==> src/rtl/fir_core_if.sv <==
// Stream bundle for fir_core: sample input stream (ss_*) and result output stream (sm_*).
// The slave modport is the core's view; master is the producer/consumer side.
interface fir_core_if #(
    parameter int pDATA_WIDTH = 32
);
    logic                   ss_tvalid;
    logic [pDATA_WIDTH-1:0] ss_tdata;
    logic                   ss_tlast;
    logic                   ss_tready;
    logic                   sm_tvalid;
    logic [pDATA_WIDTH-1:0] sm_tdata;
    logic                   sm_tlast;
    logic                   sm_tready;

    modport slave (
        input  ss_tvalid, ss_tdata, ss_tlast, sm_tready,
        output ss_tready, sm_tvalid, sm_tdata, sm_tlast
    );

    modport master (
        output ss_tvalid, ss_tdata, ss_tlast, sm_tready,
        input  ss_tready, sm_tvalid, sm_tdata, sm_tlast
    );
endinterface

==> src/rtl/fir_core.sv <==
// Sequential 11-tap FIR: one multiply-accumulate per cycle over a circular
// sample history held in an external data RAM; coefficients come from the config block.
module fir_core #(
    parameter int pADDR_WIDTH = 12,
    parameter int pDATA_WIDTH = 32,
    parameter int Tape_Num    = 11,
    parameter int RAM_ADDR    = 4
) (
    input  logic                   axis_clk,
    input  logic                   axis_rst_n,
    input  logic                   ap_start,
    input  logic [31:0]            data_length,
    output logic                   ap_idle,
    output logic                   ap_done,
    output logic [RAM_ADDR-1:0]    fir_raddr,
    input  logic [pDATA_WIDTH-1:0] fir_rdata,
    fir_core_if.slave              axis,
    output logic [3:0]             data_WE,
    output logic                   data_EN,
    output logic [pDATA_WIDTH-1:0] data_Di,
    output logic [pADDR_WIDTH-1:0] data_A,
    input  logic [pDATA_WIDTH-1:0] data_Do
);

    localparam logic [RAM_ADDR-1:0] TAPS     = RAM_ADDR'(Tape_Num);
    localparam logic [RAM_ADDR-1:0] LAST_TAP = RAM_ADDR'(Tape_Num - 1);

    typedef enum logic [2:0] {
        ST_IDLE,
        ST_INIT,
        ST_WAIT_IN,
        ST_CALC,
        ST_OUT,
        ST_DONE
    } state_t;

    state_t                 state_q;
    logic [31:0]            len_q;
    logic [31:0]            out_cnt_q;
    logic [RAM_ADDR-1:0]    wr_ptr_q;
    logic [RAM_ADDR-1:0]    tap_q;
    logic [pDATA_WIDTH-1:0] acc_q;
    logic [pDATA_WIDTH-1:0] sm_tdata_q;

    logic [pDATA_WIDTH-1:0] prod;
    logic [pDATA_WIDTH-1:0] acc_d;
    logic [RAM_ADDR-1:0]    rd_idx;
    logic                   last_out;
    logic                   unused_tlast;

    function automatic logic [pADDR_WIDTH-1:0] word_addr(input logic [RAM_ADDR-1:0] idx);
        return pADDR_WIDTH'({idx, 2'b00});
    endfunction

    assign unused_tlast = axis.ss_tlast;

    always_comb begin
        // Low word of a signed product equals the low word of the unsigned product.
        prod     = fir_rdata * data_Do;
        acc_d    = acc_q + prod;
        rd_idx   = (wr_ptr_q >= tap_q) ? (wr_ptr_q - tap_q) : (wr_ptr_q + TAPS - tap_q);
        last_out = (out_cnt_q + 32'd1) == len_q;

        data_WE   = '0;
        data_EN   = 1'b0;
        data_Di   = '0;
        data_A    = '0;
        fir_raddr = '0;
        case (state_q)
            ST_INIT: begin
                data_WE = '1;
                data_EN = 1'b1;
                data_A  = word_addr(tap_q);
            end
            ST_WAIT_IN: begin
                data_EN = 1'b1;
                data_A  = word_addr(wr_ptr_q);
                if (axis.ss_tvalid) begin
                    data_WE = '1;
                    data_Di = axis.ss_tdata;
                end
            end
            ST_CALC: begin
                data_EN = 1'b1;
                if (tap_q <= LAST_TAP) begin
                    fir_raddr = tap_q;
                    data_A    = word_addr(rd_idx);
                end
            end
            default: ;
        endcase

        ap_idle        = (state_q == ST_IDLE) || (state_q == ST_DONE);
        ap_done        = (state_q == ST_DONE);
        axis.ss_tready = (state_q == ST_WAIT_IN);
        axis.sm_tvalid = (state_q == ST_OUT);
        axis.sm_tlast  = (state_q == ST_OUT) && last_out;
        axis.sm_tdata  = sm_tdata_q;
    end

    always_ff @(posedge axis_clk or negedge axis_rst_n) begin
        if (!axis_rst_n) begin
            state_q    <= ST_IDLE;
            len_q      <= '0;
            out_cnt_q  <= '0;
            wr_ptr_q   <= '0;
            tap_q      <= '0;
            acc_q      <= '0;
            sm_tdata_q <= '0;
        end else begin
            case (state_q)
                ST_IDLE, ST_DONE: begin
                    if (ap_start) begin
                        state_q   <= ST_INIT;
                        len_q     <= data_length;
                        out_cnt_q <= '0;
                        wr_ptr_q  <= '0;
                        tap_q     <= '0;
                    end
                end
                ST_INIT: begin
                    if (tap_q == LAST_TAP) begin
                        tap_q   <= '0;
                        state_q <= (len_q == '0) ? ST_DONE : ST_WAIT_IN;
                    end else begin
                        tap_q <= tap_q + RAM_ADDR'(1);
                    end
                end
                ST_WAIT_IN: begin
                    if (axis.ss_tvalid) begin
                        state_q <= ST_CALC;
                        tap_q   <= '0;
                        acc_q   <= '0;
                    end
                end
                ST_CALC: begin
                    // RAM data trails the address by one cycle, so the MAC lags tap_q by one.
                    tap_q <= tap_q + RAM_ADDR'(1);
                    if (tap_q != '0) begin
                        acc_q <= acc_d;
                    end
                    if (tap_q == TAPS) begin
                        sm_tdata_q <= acc_d;
                        state_q    <= ST_OUT;
                    end
                end
                ST_OUT: begin
                    if (axis.sm_tready) begin
                        out_cnt_q <= out_cnt_q + 32'd1;
                        wr_ptr_q  <= (wr_ptr_q == LAST_TAP) ? '0 : wr_ptr_q + RAM_ADDR'(1);
                        state_q   <= last_out ? ST_DONE : ST_WAIT_IN;
                    end
                end
                default: state_q <= ST_IDLE;
            endcase
        end
    end

endmodule

==> src/flat_wrapper.sv <==
// flat-port wrapper written by rule: the top's interface ports become plain ports
module fir_core_flat 
#(
    parameter int pADDR_WIDTH = 12,
    parameter int pDATA_WIDTH = 32,
    parameter int Tape_Num    = 11,
    parameter int RAM_ADDR    = 4
)
  (axis_clk, axis_rst_n, ap_start, data_length, ap_idle, ap_done, fir_raddr, fir_rdata, data_WE, data_EN, data_Di, data_A, data_Do, axis_ss_tvalid, axis_ss_tdata, axis_ss_tlast, axis_sm_tready, axis_ss_tready, axis_sm_tvalid, axis_sm_tdata, axis_sm_tlast);
  fir_core_if #(.pDATA_WIDTH(pDATA_WIDTH)) axis_i ();
  input  logic axis_clk;
  input  logic axis_rst_n;
  input  logic ap_start;
  input  logic [31:0] data_length;
  output logic ap_idle;
  output logic ap_done;
  output logic [RAM_ADDR-1:0] fir_raddr;
  input  logic [pDATA_WIDTH-1:0] fir_rdata;
  output logic [3:0] data_WE;
  output logic data_EN;
  output logic [pDATA_WIDTH-1:0] data_Di;
  output logic [pADDR_WIDTH-1:0] data_A;
  input  logic [pDATA_WIDTH-1:0] data_Do;
  input wire logic [$bits(axis_i.ss_tvalid)-1:0] axis_ss_tvalid;
  input wire logic [$bits(axis_i.ss_tdata)-1:0] axis_ss_tdata;
  input wire logic [$bits(axis_i.ss_tlast)-1:0] axis_ss_tlast;
  input wire logic [$bits(axis_i.sm_tready)-1:0] axis_sm_tready;
  output wire logic [$bits(axis_i.ss_tready)-1:0] axis_ss_tready;
  output wire logic [$bits(axis_i.sm_tvalid)-1:0] axis_sm_tvalid;
  output wire logic [$bits(axis_i.sm_tdata)-1:0] axis_sm_tdata;
  output wire logic [$bits(axis_i.sm_tlast)-1:0] axis_sm_tlast;
  assign axis_i.ss_tvalid = axis_ss_tvalid;
  assign axis_i.ss_tdata = axis_ss_tdata;
  assign axis_i.ss_tlast = axis_ss_tlast;
  assign axis_i.sm_tready = axis_sm_tready;
  assign axis_ss_tready = axis_i.ss_tready;
  assign axis_sm_tvalid = axis_i.sm_tvalid;
  assign axis_sm_tdata = axis_i.sm_tdata;
  assign axis_sm_tlast = axis_i.sm_tlast;
  fir_core #(.pADDR_WIDTH(pADDR_WIDTH), .pDATA_WIDTH(pDATA_WIDTH), .Tape_Num(Tape_Num), .RAM_ADDR(RAM_ADDR)) u_core (.axis_clk(axis_clk), .axis_rst_n(axis_rst_n), .ap_start(ap_start), .data_length(data_length), .ap_idle(ap_idle), .ap_done(ap_done), .fir_raddr(fir_raddr), .fir_rdata(fir_rdata), .axis(axis_i), .data_WE(data_WE), .data_EN(data_EN), .data_Di(data_Di), .data_A(data_A), .data_Do(data_Do));
endmodule
==> config.mk <==
export PLATFORM = sky130hd
export DESIGN_NAME = fir_core_flat
export DESIGN_NICKNAME = d
export VERILOG_FILES = /design/src/rtl/fir_core_if.sv /design/src/rtl/fir_core.sv /design/src/flat_wrapper.sv
export SDC_FILE = /design/constraint.sdc
export NUM_CORES = 2
export LEC_CHECK = 0
export BUFFER_PORTS_ARGS = -buffer_cell sky130_fd_sc_hd__buf_4
export CAP_MARGIN = 25
export CORE_MARGIN = 2
export CORE_UTILIZATION = 60
export CTS_BUF_LIST = sky130_fd_sc_hd__clkbuf_4 sky130_fd_sc_hd__clkbuf_8
export CTS_CLUSTER_DIAMETER = 100
export DETAILED_ROUTE_END_ITERATION = 6
export MAX_ROUTING_LAYER = met4
export PLACE_DENSITY = 0.89
export SKIP_CTS_REPAIR_TIMING = 1
export SLEW_MARGIN = 20
export SYNTH_ARGS = -nofsm -noshare
export SYNTH_HDL_FRONTEND = slang
export SYNTH_SLANG_ARGS = --single-unit
export TNS_END_PERCENT = 30
==> constraint.sdc <==
create_clock -name axis_clk -period 9.9 [get_ports axis_clk]
set_input_delay 0.495 -clock axis_clk [delete_from_list [all_inputs] [get_ports axis_clk]]
set_output_delay 0.495 -clock axis_clk [all_outputs]
set_load 0.01 [all_outputs]
# Word level (Yosys, flattened, before mapping)
# Cells that the tools add are included.
# classes
n_addsub	7
n_mul	1
n_div	0
magnitude_cmp	2
eq_ne	15
shifts	0
mux	31
bitwise	0
reduce_logical	16
# ops
cell	count
two-way mux 32 bit	6
case mux 32 bit (2 select lines)	2
two-way mux 4 bit	9
case mux 12 bit (3 select lines)	1
adder 32 x 1 -> 32 bit (second input constant)	1
adder 32 bit	1
== test 32 bit	1
logical NOT 32 bit	1
multiplier 32 x 32 -> 32 bit	1
two-way mux 3 bit	7
case mux 4 bit (2 select lines)	2
case mux 4 bit (4 select lines)	1
case mux 3 bit (5 select lines)	1
== test 4 bit (second input constant)	3
AND reduction 3 bit	3
adder 4 x 1 -> 4 bit (second input constant)	2
nonzero test 4 bit	2
subtractor 4 bit	2
== test 3 x 2 -> 1 bit (second input constant)	2
== test 3 bit (second input constant)	2
two-way mux 6 bit	1
inequality test 2 x 1 -> 1 bit (second input constant)	3
inequality test 2 bit (second input constant)	3
AND reduction 5 bit	1
12 further kinds	14
# word_totals
regBits	139
latch_bits	0
ramBits	0
mem_bits_ro	0
input_bits	134
mem_count	0

# Logic depth before layout (Yosys ltp)
# logic_depth
depth_word	5
mapped_depth	29
mapped_depth_nobuf	27

# Worst setup path before layout
# No wires, ideal clock.
# synth_timing
path_kind	input-to-reg
start	input fir_rdata[12]
end	register u_core.sm_tdata_q[31] (netlist: u_core.axis.sm_tdata[31])
setup_time_ns	0.125
arrival_ns	7.135
required_ns	9.775
slack_ns	2.640
cell_stages	27
n_path_buf	2
cell_sequence	clkbuf_1 > clkbuf_1 > and2_1 > fa_1 > fa_1 > fa_1 > inv_1 > fa_1 > inv_1 > fa_1 > inv_1 > fa_1 > inv_1 > fa_1 > inv_1 > fa_1 > inv_1 > ha_1 > a211oi_1 > nor2_1 > a31oi_1 > o211ai_1 > a31o_2 > o221ai_1 > o21ai_0 > xnor2_1 > mux2_2
# synth_between
elab_chain_cells	2
# synth_rtl
item	line_no	text
start: declaration	flat_wrapper.sv:18	input logic [pDATA_WIDTH-1:0] fir_rdata;
multiplier 32 x 32 -> 32 bit	fir_core.sv:59	prod = fir_rdata * data_Do;
adder 32 bit	fir_core.sv:60	acc_d = acc_q + prod;
end signal: assignment	fir_core.sv:109	sm_tdata_q <= '0;
end signal: assignment	fir_core.sv:143	sm_tdata_q <= acc_d;
end: declaration	fir_core.sv:43	logic [pDATA_WIDTH-1:0] sm_tdata_q;
# No other way between the ends.
# A chain may end at the register's enable or synchronous reset.

# Final worst setup path
# layout_timing
start	input data_Do[0]
end	register u_core.sm_tdata_q[31] (netlist: u_core.axis.sm_tdata[31])
# layout_between
elab_chain_cells	2
# layout_rtl
item	line_no	text
start: declaration	flat_wrapper.sv:23	input logic [pDATA_WIDTH-1:0] data_Do;
multiplier 32 x 32 -> 32 bit	fir_core.sv:59	
adder 32 bit	fir_core.sv:60	
# No other way between the ends.

==> qor.yml <==
wl_per_cell_um: 19.5
syn_avg_cell_area_sq_um: 9.13
drive_gt1_share_pct: 11.7
start_util_pct: 60.9
grt_pass1_wl_mm: 106
r2r_slack_ps: 2660
routed_via_density: 5.78
arrival_ps: 7660
crit_fanout: 32
max_cap_violations: 0
nFillCells: 3048
ys_top_cells_by_area: "fa_1, dfrtp_1, inv_1"
clk_pin_slew_ps: 90
async_flop_share_pct: 100
grt_pass1_vias: 20600
status: "complete, but fails checks"
yosys.area.top_type: "fa_1"
synth-seq-area-share_pct: 14.3
numCtsBuffers: 17
grt_max_degree: 76
antenna_found_initial: 0
core_area_sq_um: 39800
drt_iter0_markers: 1536
die_area_sq_um: 42000
rsz0062_at_grt: "false"
worstReg2RegEnd: "u_core.axis.sm_tdata[31]"
rows: 73
cts_root_buf: "clkbuf_8"
synth_warnings: 0
top_layer_used: "met4"
ant_nets: 0
synthCells: 2655
netlist_area_sq_um: 24200
crit_path_start_kind: "primary input"
fin_crit_ps: 7310
synth_top_cell_area_share_pct: 36.4
r2r_cells: 24
cts_tree: "built"
failed_checks: "hold timing"
crit_top_cell: "fa_1"
htree_levels: 4
r2r_start: "u_core.acc_q[18]"
synth_top_flop_cell: "dfrtp_1"
wl_met2_mm: 31.6
grt.overflow.total: 0
pin_count: 224
gr-usage-all-layers_pct: 33.2
holdWs_ps: -23.3
drc: 0
crit_path_end_kind: "flip-flop"
hpwl_mm: 50.4
syn2layout_area_growth_pct: 9.26
tns_ps: 0
setup_violations: 0
max-slew-margin-rel_pct: 30.0
hold_viol: 4
clock.fmax_mhz: 137
cts_sinks: 139
vias: 19100
skew_ps: 21.4
required_ps: 10260
layout_commonest_cell: "inv_1"
synth-edff-count: 0
worst_pin_slew_ps: 1050
fin_crit_sh_pct: 73.8
cp_slowest_cell: "fa_1"
drt-met1-wl_mm: 24.6
fp.dieW_um: 205
layout_common_cells: "inv_1, fa_1, nand2_1, and2_1, buf_4"
criticalPathCategory: "in2reg"
insertion_delay_ps: 490
slew_viol_final: 0
finalNetCount: 3473
cpPeakStageDelay_ps: 540
n_antenna_cell: 0
portBuffers: 214
die_h_um: 205
gp_congestion: 0.953
min_path_type: "in2async"
wl_met3_mm: 6.05
ys_seq_elements: 139
ys_types: 72
drt_wl_total_mm: 64.4
clockBufferDepth: 2
drt_first_pass_iters: 5
-- critical path: cells and delay by family --
| kind | cells | cell delay [ps] |
|---|---|---|
| and+or+nand+nor | 2 | 320 |
| xor gates and xnor gates | 1 | 180 |
| AOI/OAI and AO/OA | 6 | 1350 |
| muxes | 1 | 270 |
| adders and majority gates | 9 | 4360 |
| buffers and inverters | 7 | 680 |
-- Yosys cell counts (all sizes together), types with 4 or more instances --
master and number:
a211o 4, a211oi 4, a21o 26, a21oi 47, a22o 32, a31oi 10, and2 292, and3 41
and4 6, buf 19, clkbuf 125, dfrtp 139, fa 441, ha 137, inv 519, mux2 42
mux2i 7, nand2 358, nand2b 8, nand3 25, nand4 11, nor2 56, nor2b 6, nor3 11
nor4 16, o21ai 72, o21bai 6, o31ai 11, or3 4, xnor2 99, xor2 41
-- worst max-delay path by stage --
stage / to / start / slack [ps] / cells after the start
global route: u_core.axis.sm_tdata[31] / data_Do[0] / 2300 / 26
global placement: u_core.axis.sm_tdata[31] / data_Do[0] / 2200 / 26
finish: u_core.axis.sm_tdata[31] / data_Do[0] / 2590 / 26
detailed placement: u_core.axis.sm_tdata[31] / data_Do[0] / 2140 / 26
floorplan: u_core.axis.sm_tdata[31] / fir_rdata[12] / 2640 / 27
CTS: u_core.axis.sm_tdata[31] / data_Do[0] / 2620 / 26
-- registers in the layout, indices dropped and copies added, names as in the netlist --
signal                cells
u_core.len_q             32
u_core.state_q            3
u_core.acc_q             32
u_core.out_cnt_q         32
u_core.axis.sm_tdata     32
u_core.tap_q              4
u_core.wr_ptr_q           4
-- metal layers --
metal  vias to the layer above  GRT usage [%]
met5                         -              -
met4                         0           11.8
met3                       194           5.89
met2                      1088           53.8
met1                      9526           42.2
li1                       8250              -
-- cells by family after synthesis --
kind of cell | count (synthesis) | synth area share [%]
AND/OR/NAND/NOR | 845 | 17.9
buffers and inverters | 663 | 10.5
adder cells (fa/ha/maj) | 578 | 43.5
AO/OA/AOI/OAI | 240 | 6.45
XOR/XNOR | 140 | 5.09
flip-flops | 139 | 14.3
multiplexers | 49 | 2.24
other | 1 | 0.0155
-- cell type report --
type                       instances  area (sq um)  area share, %
multi-input combinational       1860         18300           69.0
sequential                       139          3480           13.1
inverter                         519          1950           7.35
tap                              525           657           2.48
timing repair buffer             224          1710           6.44
clock inverter                    13           178          0.671
clock buffer                      19           255          0.964
-- through the flow --
| step | util, % | hold WS, ps | setup WS (ps) | std cells | area (sq um) |
|---|---|---|---|---|---|
| 2_1_floorplan | - | 199 | 2640 | 2662 | 24300 |
| 3_3_place_gp | 65.4 | 465 | 2200 | 3266 | 26000 |
| 3_5_place_dp | 65.4 | 471 | 2140 | 3266 | 26000 |
| 4_1_cts | 66.4 | 2.41 | 2620 | 3298 | 26500 |
| 5_1_grt | 66.5 | 9.52 | 2300 | 3299 | 26500 |
| 6_report | 66.5 | -23.3 | 2590 | 3299 | 26500 |
Power is not shown: default switching activity piles up to over one toggle a cycle in this logic, so the estimate is an artifact.
